## config.mk

```make
export PLATFORM = sky130hd
export DESIGN_NAME = image_frame_writer
export DESIGN_NICKNAME = d
export VERILOG_FILES = /design/src/rtl/image_frame_writer.sv
export SDC_FILE = /design/constraint.sdc
export NUM_CORES = 1
export LEC_CHECK = 0
export CORE_MARGIN = 2
export CORE_UTILIZATION = 45
export DETAILED_ROUTE_END_ITERATION = 7
export PLACE_DENSITY = 0.76
export RECOVER_POWER = 50
export SLEW_MARGIN = 20
export SYNTH_ARGS = -nofsm -noshare
export SYNTH_HDL_FRONTEND = slang
export SYNTH_SLANG_ARGS = --single-unit
export TNS_END_PERCENT = 20
```

## constraint.sdc

```tcl
create_clock -name HCLK -period 9 [get_ports HCLK]
set_input_delay 0.9 -clock HCLK [delete_from_list [all_inputs] [get_ports HCLK]]
set_output_delay 0.9 -clock HCLK [all_outputs]
set_load 0.02 [all_outputs]
```

## src/rtl/image_frame_writer.sv

```systemverilog
`timescale 1ns/1ps
// ---------------------------------------------------------------------------
// image_frame_writer
//
// Purpose:
//   Captures a VSYNC/HSYNC-framed stream of two RGB888 pixels per cycle.
//   Each pixel pair is packed into one 48-bit word in BMP byte order (B,G,R).
//   The block produces frame-buffer write strobes and word addresses, tracks
//   the line being captured, flags framing errors and raises Write_Done once
//   a full WIDTH x HEIGHT frame has been written.
//
// Optional feature (compile-time macro IMAGE_WRITER_ROW_FLIP_EN):
//   When defined, lines are stored bottom-up as BMP expects. The first line
//   goes to word (HEIGHT-1)*WIDTH/2 and each later line sits WIDTH/2 words
//   lower. row_idx still counts lines in arrival order. When undefined,
//   lines are stored top-down starting at word 0.
//
// Ports:
//   HCLK        in   clock, rising edge
//   HRESETn     in   asynchronous active-low reset
//   VSYNC       in   frame start; a rising edge arms a new frame
//   HSYNC       in   pixel pair valid this cycle
//   DATA_R0/G0/B0  in  even pixel
//   DATA_R1/G1/B1  in  odd pixel
//   wr_en       out  frame-buffer write strobe (one cycle per accepted pair)
//   wr_addr     out  word address, one word = one pixel pair
//   wr_data     out  {R1,G1,B1,R0,G0,B0}
//   row_idx     out  line currently being captured (arrival order)
//   Write_Done  out  frame complete, level, cleared by the next VSYNC rise
//   frame_err   out  sticky framing error, cleared only by reset
// ---------------------------------------------------------------------------
module image_frame_writer #(
   parameter int WIDTH  = 768,
   parameter int HEIGHT = 512,
   parameter int ADDR_W = 18
) (
   input  logic              HCLK,
   input  logic              HRESETn,
   input  logic              VSYNC,
   input  logic              HSYNC,
   input  logic [7:0]        DATA_R0,
   input  logic [7:0]        DATA_G0,
   input  logic [7:0]        DATA_B0,
   input  logic [7:0]        DATA_R1,
   input  logic [7:0]        DATA_G1,
   input  logic [7:0]        DATA_B1,
   output logic              wr_en,
   output logic [ADDR_W-1:0] wr_addr,
   output logic [47:0]       wr_data,
   output logic [9:0]        row_idx,
   output logic              Write_Done,
   output logic              frame_err
);

   localparam int                PAIRS     = WIDTH / 2;
   localparam int                COL_W     = (PAIRS > 1) ? $clog2(PAIRS) : 1;
   localparam logic [COL_W-1:0]  COL_LAST  = COL_W'(PAIRS - 1);
   localparam logic [9:0]        ROW_LAST  = 10'(HEIGHT - 1);
   localparam logic [ADDR_W-1:0] LINE_STEP = ADDR_W'(PAIRS);
`ifdef IMAGE_WRITER_ROW_FLIP_EN
   localparam logic [ADDR_W-1:0] BASE_INIT = ADDR_W'((HEIGHT - 1) * PAIRS);
`else
   localparam logic [ADDR_W-1:0] BASE_INIT = {ADDR_W{1'b0}};
`endif

   typedef enum logic [1:0] {
      ST_IDLE    = 2'd0,
      ST_ARMED   = 2'd1,
      ST_CAPTURE = 2'd2,
      ST_DONE    = 2'd3
   } state_t;

   state_t              state_r, state_nxt_s;
   logic                vsync_d_r, hsync_d_r;
   logic [COL_W-1:0]    col_p_r, col_eff_s, col_nxt_s;
   logic [9:0]          row_r, row_eff_s, row_nxt_s;
   logic [ADDR_W-1:0]   base_r, base_eff_s, base_nxt_s;
   logic                wr_en_r, done_r, err_r;
   logic [ADDR_W-1:0]   wr_addr_r;
   logic [47:0]         wr_data_r;
   logic                vsync_rise_s, active_s, accept_s, col_end_s, last_s;
   logic                short_s, err_set_s;

   assign vsync_rise_s = VSYNC & ~vsync_d_r;

   // Position decode, acceptance and FSM next state. A VSYNC rise zeroes the
   // effective position first, so a coincident pair lands as pair 0.
   always_comb begin
      col_eff_s   = col_p_r;
      row_eff_s   = row_r;
      base_eff_s  = base_r;
      active_s    = 1'b0;
      accept_s    = 1'b0;
      col_end_s   = 1'b0;
      last_s      = 1'b0;
      col_nxt_s   = col_p_r;
      row_nxt_s   = row_r;
      base_nxt_s  = base_r;
      state_nxt_s = state_r;

      if (vsync_rise_s) begin
         col_eff_s  = {COL_W{1'b0}};
         row_eff_s  = 10'd0;
         base_eff_s = BASE_INIT;
         active_s   = 1'b1;
      end else begin
         case (state_r)
            ST_ARMED, ST_CAPTURE: active_s = 1'b1;
            default:              active_s = 1'b0;
         endcase
      end

      accept_s  = HSYNC & active_s;
      col_end_s = (col_eff_s == COL_LAST);
      last_s    = accept_s & col_end_s & (row_eff_s == ROW_LAST);

      col_nxt_s  = col_eff_s;
      row_nxt_s  = row_eff_s;
      base_nxt_s = base_eff_s;
      if (accept_s) begin
         if (col_end_s) begin
            col_nxt_s = {COL_W{1'b0}};
            // The final pair leaves row/base on the last line.
            if (last_s) begin
               row_nxt_s  = row_eff_s;
               base_nxt_s = base_eff_s;
            end else begin
               row_nxt_s  = row_eff_s + 10'd1;
`ifdef IMAGE_WRITER_ROW_FLIP_EN
               base_nxt_s = base_eff_s - LINE_STEP;
`else
               base_nxt_s = base_eff_s + LINE_STEP;
`endif
            end
         end else begin
            col_nxt_s = col_eff_s + COL_W'(1);
         end
      end else begin
         col_nxt_s = col_eff_s;
      end

      if (last_s) begin
         state_nxt_s = ST_DONE;
      end else if (accept_s) begin
         state_nxt_s = ST_CAPTURE;
      end else if (vsync_rise_s) begin
         state_nxt_s = ST_ARMED;
      end else begin
         state_nxt_s = state_r;
      end
   end

   // Short line: HSYNC dropped partway through a line. A VSYNC rise in the
   // same cycle abandons the frame, so it is not counted as a short line.
   assign short_s   = hsync_d_r & ~HSYNC & (col_p_r != {COL_W{1'b0}}) &
                      ~vsync_rise_s & (state_r == ST_CAPTURE);
   assign err_set_s = (HSYNC & ~active_s) | short_s;

   // FSM, position counters and sync edge history
   always_ff @(posedge HCLK or negedge HRESETn) begin
      if (!HRESETn) begin
         state_r   <= ST_IDLE;
         vsync_d_r <= 1'b0;
         hsync_d_r <= 1'b0;
         col_p_r   <= {COL_W{1'b0}};
         row_r     <= 10'd0;
         base_r    <= {ADDR_W{1'b0}};
      end else begin
         state_r   <= state_nxt_s;
         vsync_d_r <= VSYNC;
         hsync_d_r <= HSYNC;
         col_p_r   <= col_nxt_s;
         row_r     <= row_nxt_s;
         base_r    <= base_nxt_s;
      end
   end

   // Registered write port, done level and sticky error flag
   always_ff @(posedge HCLK or negedge HRESETn) begin
      if (!HRESETn) begin
         wr_en_r   <= 1'b0;
         wr_addr_r <= {ADDR_W{1'b0}};
         wr_data_r <= 48'd0;
         done_r    <= 1'b0;
         err_r     <= 1'b0;
      end else begin
         wr_en_r <= accept_s;
         if (accept_s) begin
            wr_addr_r <= base_eff_s + ADDR_W'(col_eff_s);
            wr_data_r <= {DATA_R1, DATA_G1, DATA_B1, DATA_R0, DATA_G0, DATA_B0};
         end else begin
            wr_addr_r <= wr_addr_r;
            wr_data_r <= wr_data_r;
         end
         if (vsync_rise_s) begin
            done_r <= 1'b0;
         end else if (last_s) begin
            done_r <= 1'b1;
         end else begin
            done_r <= done_r;
         end
         if (err_set_s) begin
            err_r <= 1'b1;
         end else begin
            err_r <= err_r;
         end
      end
   end

   assign wr_en      = wr_en_r;
   assign wr_addr    = wr_addr_r;
   assign wr_data    = wr_data_r;
   assign row_idx    = row_r;
   assign Write_Done = done_r;
   assign frame_err  = err_r;

endmodule
```

# Yosys cells after proc, flatten, opt, wreduce, memory -nomap -nowiden

Index checks and enable logic that the tools add are counted.

Register bits after elaboration: 110

Add/sub/neg operators: 4
Equality and inequality tests: 4
Muxes and demuxes: 18
Bitwise operators: 14
Reduce and logical (&&, ||, !) cells: 4

Operator list:

| cell                                                             | count |
|---|---|
| 18-bit 2-to-1 mux                                                | 4 |
| 10-bit 2-to-1 mux                                                | 4 |
| 9-bit 2-to-1 mux                                                 | 3 |
| 18-bit by 9-bit adder with 18-bit output                         | 1 |
| 18-bit by 9-bit adder with 18-bit output, second input constant  | 1 |
| 10-bit by 1-bit adder with 10-bit output, second input constant  | 1 |
| 10-bit by 9-bit == test with 1-bit output, second input constant | 1 |
| 9-bit by 1-bit adder with 9-bit output, second input constant    | 1 |
| 1-bit AND                                                        | 9 |
| 9-bit == test, second input constant                             | 1 |
| 9-bit nonzero test                                               | 1 |
| 2-bit 2-to-1 mux                                                 | 3 |
| 1-bit 2-to-1 mux                                                 | 4 |
| 1-bit NOT                                                        | 4 |
| 3-bit nonzero test                                               | 1 |
| 2-bit by 1-bit == test with 1-bit output, second input constant  | 1 |
| 2-bit == test, second input constant                             | 1 |
| 2-bit nonzero test                                               | 1 |
| 2-bit OR reduction                                               | 1 |
| 1-bit bitwise OR                                                 | 1 |

# Longest topological paths before layout

Gate-level depths: netlist of run 1.

Word-level depth: 10
Gate-level depth with buffers: 14
Depth with buffers taken out: 10

# Worst setup path after synthesis of run 1

No wires, ideal clock.

Kind: input to register
From: in VSYNC
To: reg row_r[1] (netlist: row_idx[1])
Arrival time: 3.411 ns
Required time: 8.875 ns
Setup slack: 5.464 ns
Cell stages on the path: 11
Path buffers: 4
Cell sequence: nand2b_1 buf_2 clkbuf_1 clkbuf_1 and2_1 ha_1 nand2_1 or3_1 o311ai_4 buf_6 mux2_2

Longest elaborated chain between the ends: 8
Elaborated cells on any way between the ends: 13

Ends and longest elaborated chain:

| element                                                                                          | line | RTL |
|---|---|---|
| start: declaration                                                                               | 39   | `input logic VSYNC,` |
| 1-bit AND (*)                                                                                    | 84   | `assign vsync_rise_s = VSYNC & ~vsync_d_r;` |
| parallel branches: the longest is 6 deep, another holds 10-bit by 1-bit adder with 10-bit output | n/a  |  |
| 10-bit 2-to-1 mux (*)                                                                            | 120  | `if (accept_s) begin` |
| via row_nxt_s[1]                                                                                 | 76   | `logic [9:0] row_r, row_eff_s, row_nxt_s;` |
| end signal: assignment                                                                           | 173  | `row_r <= row_nxt_s;` |
| end: declaration                                                                                 | 76   |  |

Mark *: on every way through the listed nets, which the timed path passes.
A chain may end at the register's enable or synchronous reset.

# Worst setup path after layout of run 1

From: in VSYNC
To: reg row_r[7] (netlist: row_idx[7])

The elaborated chain is that of the path after synthesis.

==> results of run 1 <==
cell families (layout without fill, tap and decap cells):
| group | after synthesis | after routing |
|---|---|---|
| buffers and inverters | 42 | 163 |
| AO/OA/AOI/OAI | 51 | 51 |
| adder cells (fa/ha/maj) | 10 | 10 |
| AND/OR/NAND/NOR | 310 | 310 |
| XOR/XNOR | 35 | 35 |
| multiplexers | 3 | 3 |
| flip-flops | 110 | 110 |
cells in the final DEF (no fill, tap or decap), drive strengths merged, types with 2 or more instances in the layout:
cell type      count
xnor2             22
ha                 8
clkbuf            12
nor2              39
or4                4
clkdlybuf4s50    103
and3               2
and2              13
clkinvlp           3
buf                2
dfrtp            110
or3                2
inv               13
maj3               2
o221ai             2
o31ai              3
o311ai             2
nand2b             3
o22ai              2
nor4               5
nor3              12
a31oi              3
nand4              5
dlygate4sd3       26
nand2            199
o211ai             2
o21ai             14
xor2              13
a22oi              2
bufinv             3
nand3b             2
nand3             17
a21oi              7
mux2               2
worst register-to-register path: cells and delay by family, from the launching register on:
family / cells / cell delay [ps]
buffers and inverters: 1 / 1120
adders and majority gates: 1 / 180
and+or+nand+nor: 6 / 1270
DFF: 1 / 360
AOI/OAI and AO/OA: 1 / 740
xor gates and xnor gates: 1 / 160
registers in the layout (all words and copies together), names as in the netlist:
register / flops
wr_data: 48
base_r: 18
wr_addr: 18
row_idx: 10
col_p_r: 9
state_r: 2
Write_Done: 1
frame_err: 1
hsync_d_r: 1
vsync_d_r: 1
wr_en: 1
final timing paths:
kind / startpoint / end / slack [ps] / cells after the start
setup reg to reg: vsync_d_r / row_idx[7] / 5090 / 10
hold / removal: frame_err / frame_err / 470 / 1
hold reg to reg: frame_err / frame_err / 470 / 1
min in group asynchronous: HRESETn / wr_data[46] / 760 / 1
setup / recovery: VSYNC / row_idx[7] / 4350 / 11
max in group asynchronous: HRESETn / wr_addr[1] / 6860 / 2
synthesized netlist by cell type (all sizes together) (12+ instances only):
cell type	count	share of area, %
inv	12	0.87
and2	13	1.6
nand2	199	14
nand3	17	1.7
dfrtp	110	53
o21ai	14	1.4
xnor2	22	3.7
nor2	39	2.8
nor3	12	1.6
buf	17	1.7
clkbuf	12	0.90
xor2	13	2.2
per-stage QoR:
step           area (sq um)  cells
6_report               6873    825
5_1_grt                6873    825
4_1_cts                6879    825
3_5_place_dp           6533    809
3_3_place_gp           6533    809
2_1_floorplan          5154    561
power by group through the flow:
stage / combinational, uW / sequential, uW / clock [uW]
4_1_cts: 718 / 703 / 467
6_report: 694 / 699 / 454
3_3_place_gp: 701 / 705 / 0
2_1_floorplan: 241 / 840 / 0
3_5_place_dp: 714 / 710 / 0
5_1_grt: 757 / 718 / 488
final cells by class:
| type | count | share of cell area (%) |
|---|---|---|
| sequential | 110 | 40.05 |
| inverter | 13 | 0.7282 |
| multi-input combinational | 409 | 32.35 |
| clock buffer | 9 | 3.277 |
| tap | 143 | 2.603 |
| timing repair buffer | 134 | 19.22 |
| clock inverter | 7 | 1.766 |
per-layer routing:
layer | vias to the layer above | global-route usage [%] | share of wire (%)
met4 | 0 | 5.844 | 0.91
met1 | 2032 | 27.09 | 44
met5 | - | 0 | 0
met2 | 106 | 33.74 | 49
li1 | 2084 | - | -
met3 | 7 | 5.194 | 6.6
==> flow_summary.json, run 1 <==
{
  "final_max_slew_viol_count": 38,
  "synth_top_family_by_area": "simple AND/OR/NAND/NOR gates",
  "ys_ff_latch": 110,
  "slew-limit-headroom_pct": -3.519,
  "setup_ws_ps": 4353,
  "arrival_ps": 4920,
  "crit_chain": "dlygate4sd3_1 -> nand2b_1 -> clkbuf_1 -> and2_1 -> ha_1 -> nand2_1 -> or3_1 -> o311ai_4 -> nor2_1 -> nand4_1 -> xor2_1",
  "drt_wl_total_um": 11970,
  "port_buffers": 130,
  "antenna_found_initial": 0,
  "h-tree-depth": 3,
  "cp-end-kind": "register",
  "skew_ps": 7.269,
  "setup_violations": 0,
  "fin_nets": 737,
  "initial_core_util_pct": 45.72,
  "drcViolationCount": 0,
  "post_cts_resized": 0,
  "sw_frac_of_total_pct": 35.87,
  "dp_hpwl_um": 8285,
  "cts_tree": "yes",
  "async_reset_ff_share_pct": 100.0,
  "syn_avg_cell_area_sq_um": 9.187,
  "crit_family": "buffers and inverters",
  "violations": "max-capacitance violations, max-slew violations",
  "cts_num_sinks": 110,
  "coreArea_sq_um": 11270,
  "fillers": 941,
  "via_count": 4229,
  "leakage_uw": 0.003087,
  "cts_hold_buf": 0,
  "worstSetupPathType": "input pin to register",
  "ir_drop_mv": 0.1767,
  "synthMuxAreaShare_pct": 0.6312,
  "synthCells": 561,
  "synthSimpleGateAreaFrac_pct": 26.68,
  "dp_slack_ps": 5020,
  "cts_root_buf": "clkbuf_16",
  "power.switching_uw": 662.7,
  "pin_count": 131,
  "worstMarginPinSlew_ps": 1553,
  "power_uw": 1847,
  "synthFlopType": "dfrtp_1",
  "drtPass1Iterations": 4,
  "syn_to_final_growth_pct": 33.36,
  "drv_cap": 1,
  "postCtsSetupRepairBufs": 0,
  "fin_crit_ps": 4647,
  "hold_class": "register to register",
  "final-seq-area_sq_um": 2753,
  "clock.fmax_mhz": 215.2,
  "cts_max_path_buffers": 2,
  "slowest_delay_ps": 1120,
  "cts_buffers": 9,
  "status": "finished with violations",
  "drt_iter0_drc": 213,
  "gp_congestion": 0.7977,
  "dieHeight_um": 111.0,
  "power_density_nw_per_um2": 268.8,
  "crit_required_ps": 9270,
  "multi_input_area_sq_um": 2223,
  "finalHoldViolCount": 0,
  "synth_edf_count": 0,
  "worstSetupStartpointType": "input pin",
  "worst-path-buf-inv": 2,
  "syn_area_sq_um": 5154,
  "die_area_sq_um": 12320,
  "track_usage_pct": 20.48,
  "synth_adder_area_share_pct": 2.331,
  "grt_pass1_vias": 4257,
  "ys_seq_area_share_pct": 53.41,
  "avgRoutedWirePerCell_um": 14.51,
  "clk_pin_slew_ps": 70,
  "grt-ovfl-total": 0,
  "clockPowerShare_pct": 24.6,
  "ys_warn_count": 0,
  "grt_start_max_net_pins": 90,
  "holdWs_ps": 467.8,
  "p_seq_share_pct": 37.8,
  "grt_pass1_wl_um": 20670,
  "layout-drive-gt1-share_pct": 4.985,
  "antenna_cells": 0,
  "crit_slowest_cell": "clkbuf_1",
  "clock_insertion_delay_worst_skew_ps": 350,
  "synth-compound-area-share_pct": 7.453,
  "yosysUniqueCellTypes": 63,
  "p_int_uw": 1185,
  "die_w_um": 111.0,
  "vias_per_cell": 5.126,
  "rsz0062_at_grt": "no",
  "setup_tns_ps": 0,
  "timing.final.crit_share_pct": 51.63,
  "synth_nets": 621,
  "drtAntennaViolNets": 0,
  "comb_power_share_pct": 37.6,
  "cp_max_fo": 37,
  "rows": 39,
  "finalCoreUtilization_pct": 60.97,
  "synth_xor_area_share_pct": 5.948
}
(Power assumes the default switching activity.)
==> inputs of run 2 (changes only) <==
==> constraint.sdc (replaced) <==
create_clock -name HCLK -period 4.8 [get_ports HCLK]
set_input_delay 0.48 -clock HCLK [delete_from_list [all_inputs] [get_ports HCLK]]
set_output_delay 0.48 -clock HCLK [all_outputs]
set_load 0.02 [all_outputs]
==> run 2 against run 1 <==
  * The run still ends with max-capacitance violations, max-slew violations left
  * Largest power group unchanged
  * Setup slack worse by 3100 ps
  * Critical path depth down 1
  * Design area down 0.11%
  * Sequential power up 87%
  * Non-clock buffer count up 1
  * Clock power up 85%
  * Sequential cell count unchanged
  * Core utilization down 0.067 points
  * Clock-buffer cell count up 2
  * Total power up 87%
  * Die area unchanged
==> flow_summary.json, run 2 (synthesis gave the netlist of run 1 again) <==
{
  "cp_max_fo": 14,
  "cts_num_sinks": 110,
  "pin_count": 131,
  "antenna_cells": 0,
  "drtPass1Iterations": 4,
  "power_uw": 3448,
  "crit_slowest_cell": "nor2b_1",
  "grt_start_max_net_pins": 76,
  "setup_violations": 0,
  "dieHeight_um": 111.0,
  "worstSetupPathType": "input pin to register",
  "rsz0062_at_grt": "no",
  "clock.fmax_mhz": 281.7,
  "worstMarginPinSlew_ps": 1895,
  "final_common_cell": "nand2_1",
  "cts_max_path_buffers": 2,
  "grt_pass1_vias": 4224,
  "postCtsSetupRepairBufs": 0,
  "arrival_ps": 3820,
  "fin_crit_ps": 3550,
  "antenna_found_initial": 0,
  "clk_pin_slew_ps": 70,
  "crit_required_ps": 5070,
  "cts_root_buf": "clkbuf_16",
  "violations": "max-capacitance violations, max-slew violations",
  "setup_ws_ps": 1250,
  "timing.final.crit_share_pct": 73.95,
  "drt_wl_total_um": 12050,
  "avgRoutedWirePerCell_um": 14.61,
  "cts_buffers": 9,
  "skew_ps": 6.343,
  "worstSetupStartpointType": "input pin",
  "port_buffers": 130,
  "layout-drive-gt1-share_pct": 4.839,
  "largest_reg_flops": 48,
  "track_usage_pct": 20.26,
  "slowest_delay_ps": 820,
  "grt_pass1_wl_um": 20480,
  "final_cell_mix": "nand2_1, dfrtp_1, clkdlybuf4s50_1, nor2_1, dlygate4sd3_1",
  "dp_hpwl_um": 8367,
  "status": "finished with violations",
  "vias_per_cell": 5.101,
  "die_area_sq_um": 12320,
  "power_density_nw_per_um2": 502.2,
  "coreArea_sq_um": 11270,
  "post_cts_resized": 0,
  "rows": 39,
  "slew-limit-headroom_pct": -26.32,
  "setup_tns_ps": 0,
  "multi_input_area_sq_um": 2221,
  "die_w_um": 111.0,
  "drcViolationCount": 0,
  "hold_class": "register to register",
  "syn_to_final_growth_pct": 33.21,
  "drv_cap": 2,
  "cts_tree": "yes",
  "crit_chain": "dlygate4sd3_1 -> nor2b_1 -> nor2_1 -> ha_1 -> nand2_1 -> nor3_1 -> and3_1 -> a221oi_4 -> or4_1 -> a31oi_1",
  "leakage_uw": 0.003111,
  "clock_insertion_delay_worst_skew_ps": 340,
  "finalHoldViolCount": 0,
  "fin_nets": 738,
  "drt_iter0_drc": 254,
  "h-tree-depth": 3,
  "ir_drop_mv": 0.3114,
  "fillers": 943,
  "dp_slack_ps": 1209,
  "cts_hold_buf": 0,
  "final-seq-area_sq_um": 2753,
  "grt-ovfl-total": 0,
  "final_max_slew_viol_count": 113,
  "initial_core_util_pct": 45.72,
  "drtAntennaViolNets": 0,
  "via_count": 4208,
  "cp-end-kind": "register",
  "gp_congestion": 0.8051
}
==> run 2: final cells by class <==
cell class | count | area share [%]
Timing Repair Buffer | 135 | 19.32
Clock inverter | 4 | 1.385
Sequential cell | 110 | 40.09
Tap cell | 143 | 2.606
Multi-Input combinational cell | 409 | 32.35
Clock buffer | 11 | 3.536
Inverter | 13 | 0.7108
==> run 2: worst paths after layout <==
kind                        startpoint          end  slack, ps  cells after the start
max                              VSYNC  wr_addr[12]       1250                     10
min reg2reg                wr_data[21]  wr_data[21]        470                      2
max reg2reg                  vsync_d_r  wr_addr[12]       1600                      9
min                        wr_data[21]  wr_data[21]        470                      2
min in group asynchronous      HRESETn   wr_addr[0]        630                      1
max in group asynchronous      HRESETn  wr_data[20]       1620                      2
==> run 2: power by group <==
| group | switching, uW | internal (uW) | leakage (uW) |
|---|---|---|---|
| Clock | 321 | 521 | 0.000166 |
| Sequential | 143 | 1170 | 0.00143 |
| Combinational | 756 | 540 | 0.00151 |
==> run 2: stage by stage <==
| stage | instance area [sq um] | utilization, % | cells | hold slack [ps] |
|---|---|---|---|---|
| CTS | 6878 | 61.02 | 825 | 319.3 |
| finish | 6865 | 60.91 | 825 | 465.0 |
| global route | 6865 | 60.91 | 825 | 496.3 |
| floorplan | 5154 | - | 561 | 184.4 |
| detailed placement | 6540 | 58.02 | 810 | 461.8 |
| global placement | 6540 | 58.02 | 810 | 455.9 |
==> run 2: layer usage <==
metal  global-route usage, %  share of wire [%]  up-vias
met1                   27.54                 45     2003
met2                   32.02                 47      120
met4                   8.313                2.0        0
met5                       0                  0        -
met3                   4.101                6.1       22
li1                        -                  -     2063
==> run 2: critical path: cells and delay by family <==
kind / cells / cell delay, ps
AND/OR/NAND/NOR: 6 / 2060
buffers and inverters: 1 / 560
adder cells (fa/ha/maj): 1 / 430
AO/OA/AOI/OAI: 2 / 290
==> inputs of run 3 (changes only) <==
==> constraint.sdc (replaced) <==
create_clock -name HCLK -period 3.6 [get_ports HCLK]
set_input_delay 0.36 -clock HCLK [delete_from_list [all_inputs] [get_ports HCLK]]
set_output_delay 0.36 -clock HCLK [all_outputs]
set_load 0.02 [all_outputs]
==> run 3 against run 2 <==
  * The run still ends with max-capacitance violations, max-slew violations left
  * First-iteration DRC count decreased by 26%
  * Clock-buffer cell count stayed put
  * Setup slack got worse by 550 ps
  * Design area increased by 0.62%
  * Total power grew 33%
  * Via count rose by 1.6%
  * Sequential share of layout area decreased by 0.25 points
  * Clock skew grew 1.7 ps
  * Register-to-register slack got worse by 790 ps
  * Core utilization up 0.38 points
  * Final cell count increased by 0.73%
  * Sequential power grew 34%
  * Critical endpoint unchanged
  * Largest cell class unchanged
==> flow_summary.json, run 3 (synthesis gave the netlist of run 1 again) <==
{
  "hold_class": "register to register",
  "crit_chain": "dlygate4sd3_1 -> nand2b_1 -> buf_12 -> and2_1 -> ha_1 -> nand2_1 -> nor3_1 -> and3_1 -> a221oi_4 -> or4_1 -> a31oi_1",
  "leakage_uw": 0.003140,
  "timing.final.crit_share_pct": 80.68,
  "slew-limit-headroom_pct": -96.05,
  "violations": "max-capacitance violations, max-slew violations",
  "vias_per_cell": 5.143,
  "antenna_found_initial": 0,
  "fin_crit_ps": 2904,
  "fin_cells": 831,
  "worstMarginPinSlew_ps": 2941,
  "cts_tree": "yes",
  "finalHoldViolCount": 0,
  "die_area_sq_um": 12320,
  "p_seq_share_pct": 38.3,
  "dp_hpwl_um": 8720,
  "drt_wl_total_um": 12220,
  "grt_pass1_vias": 4300,
  "placed_cell_area_sq_um": 6590,
  "drt_iter0_drc": 189,
  "grt-ovfl-total": 0,
  "crit_required_ps": 3870,
  "avgRoutedWirePerCell_um": 14.70,
  "syn_to_final_growth_pct": 34.04,
  "dieHeight_um": 111.0,
  "cts_buffers": 9,
  "grt_pass1_wl_um": 21150,
  "skew_ps": 8.056,
  "cts_num_sinks": 110,
  "grt_start_max_net_pins": 55,
  "coreArea_sq_um": 11270,
  "postCtsSetupRepairBufs": 0,
  "pin_count": 131,
  "power_density_nw_per_um2": 663.0,
  "post_cts_resized": 0,
  "cp_max_fo": 34,
  "arrival_ps": 3180,
  "port_buffers": 130,
  "antenna_cells": 0,
  "final_common_cell": "nand2_1",
  "dp.cells": 815,
  "final-seq-area_sq_um": 2753,
  "final_max_slew_viol_count": 55,
  "drv_cap": 1,
  "setup_tns_ps": 0,
  "clk_pin_slew_ps": 70,
  "path_depth": 11,
  "rows": 39,
  "worstSetupStartpointType": "input pin",
  "sw_frac_of_total_pct": 36.29,
  "reg2reg_depth": 10,
  "slowest_delay_ps": 570,
  "crit_family": "simple AND/OR/NAND/NOR gates",
  "ir_drop_mv": 0.4407,
  "via_count": 4274,
  "stdcell_area_sq_um": 6908,
  "holdPathStages": 2,
  "initial_core_util_pct": 45.72,
  "drcViolationCount": 0,
  "clockPowerShare_pct": 23.5,
  "layout-drive-gt1-share_pct": 5.814,
  "fin_nets": 743,
  "rsz0062_at_grt": "no",
  "gp_congestion": 0.8758,
  "multi_input_area_sq_um": 2223,
  "drtPass1Iterations": 4,
  "clock.fmax_mhz": 344.3,
  "crit_slowest_cell": "dlygate4sd3_1",
  "cts_hold_buf": 0,
  "cts_max_path_buffers": 2,
  "clock_insertion_delay_worst_skew_ps": 350,
  "comb_power_share_pct": 38.1,
  "cts_root_buf": "clkbuf_16",
  "worstSetupPathType": "input pin to register",
  "die_w_um": 111.0,
  "fillers": 958,
  "final_cell_mix": "nand2_1, dfrtp_1, clkdlybuf4s50_1, nor2_1, dlygate4sd3_1",
  "cp-end-kind": "register",
  "status": "finished with violations",
  "power.switching_uw": 1662,
  "h-tree-depth": 3,
  "setup_violations": 0,
  "track_usage_pct": 21.02,
  "p_int_uw": 2918,
  "worst-path-buf-inv": 2,
  "drtAntennaViolNets": 0,
  "largest_reg_flops": 48
}
-- run 3: cell count changes in the layout (fill, tap and decap cells not counted) --
| cell | before | now |
|---|---|---|
| buf_12 | 0 | 1 |
| buf_4 | 3 | 8 |
| bufinv_16 | 3 | 2 |
| clkbuf_2 | 1 | 0 |
| clkdlybuf4s50_1 | 101 | 100 |
| clkinv_4 | 0 | 2 |
| dlygate4sd3_1 | 28 | 29 |
| nor2b_1 | 1 | 0 |
| nor2b_2 | 0 | 1 |
-- run 3: worst min-delay path: cells and delay by family, from the launching register on --
family	cells	cell delay (ps)
flops	1	340
simple gates	2	100
-- run 3: final cells by class --
type | count | area share (%)
clock buffers | 11 | 3.514
clock inverters | 5 | 1.195
inverters | 13 | 0.7064
multi-input cells | 409 | 32.19
flip-flops and latches | 110 | 39.85
well taps | 143 | 2.590
repair buffers | 140 | 19.96
-- run 3: stage by stage --
| stage | setup slack, ps | hold WS (ps) | power (uW) | util, % |
|---|---|---|---|---|
| floorplan | 604.3 | 64.41 | 2702 | - |
| global placement | 501.8 | 443.1 | 3529 | 58.46 |
| detailed placement | 436.7 | 452.9 | 3577 | 58.46 |
| CTS | 798.1 | 75.29 | 4670 | 61.35 |
| global route | 364.8 | 494.3 | 4870 | 61.28 |
| finish | 695.7 | 468.0 | 4580 | 61.28 |
-- run 3: final timing paths --
kind                             start          end  slack (ps)
setup / recovery                 VSYNC  wr_addr[12]         700
hold / removal             wr_data[40]  wr_data[40]         470
setup reg to reg             vsync_d_r  wr_addr[12]         810
hold reg to reg            wr_data[40]  wr_data[40]         470
max in group asynchronous      HRESETn   col_p_r[8]         970
min in group asynchronous      HRESETn   row_idx[2]         950
-- run 3: per-layer routing --
metal	part of all wire [%]	vias to the layer above	track usage [%]
li1	-	2084	-
met3	6.8	15	5.358
met4	1.4	0	7.078
met5	0	-	0
met1	43	2038	27.41
met2	49	137	34.52
-- run 3: power by group through the flow --
stage	Sequential (uW)	Clock (uW)	Combinational, uW
2_1_floorplan	2100	0	602
3_3_place_gp	1760	0	1770
3_5_place_dp	1780	0	1800
4_1_cts	1760	1100	1810
5_1_grt	1800	1160	1910
6_report	1760	1080	1750
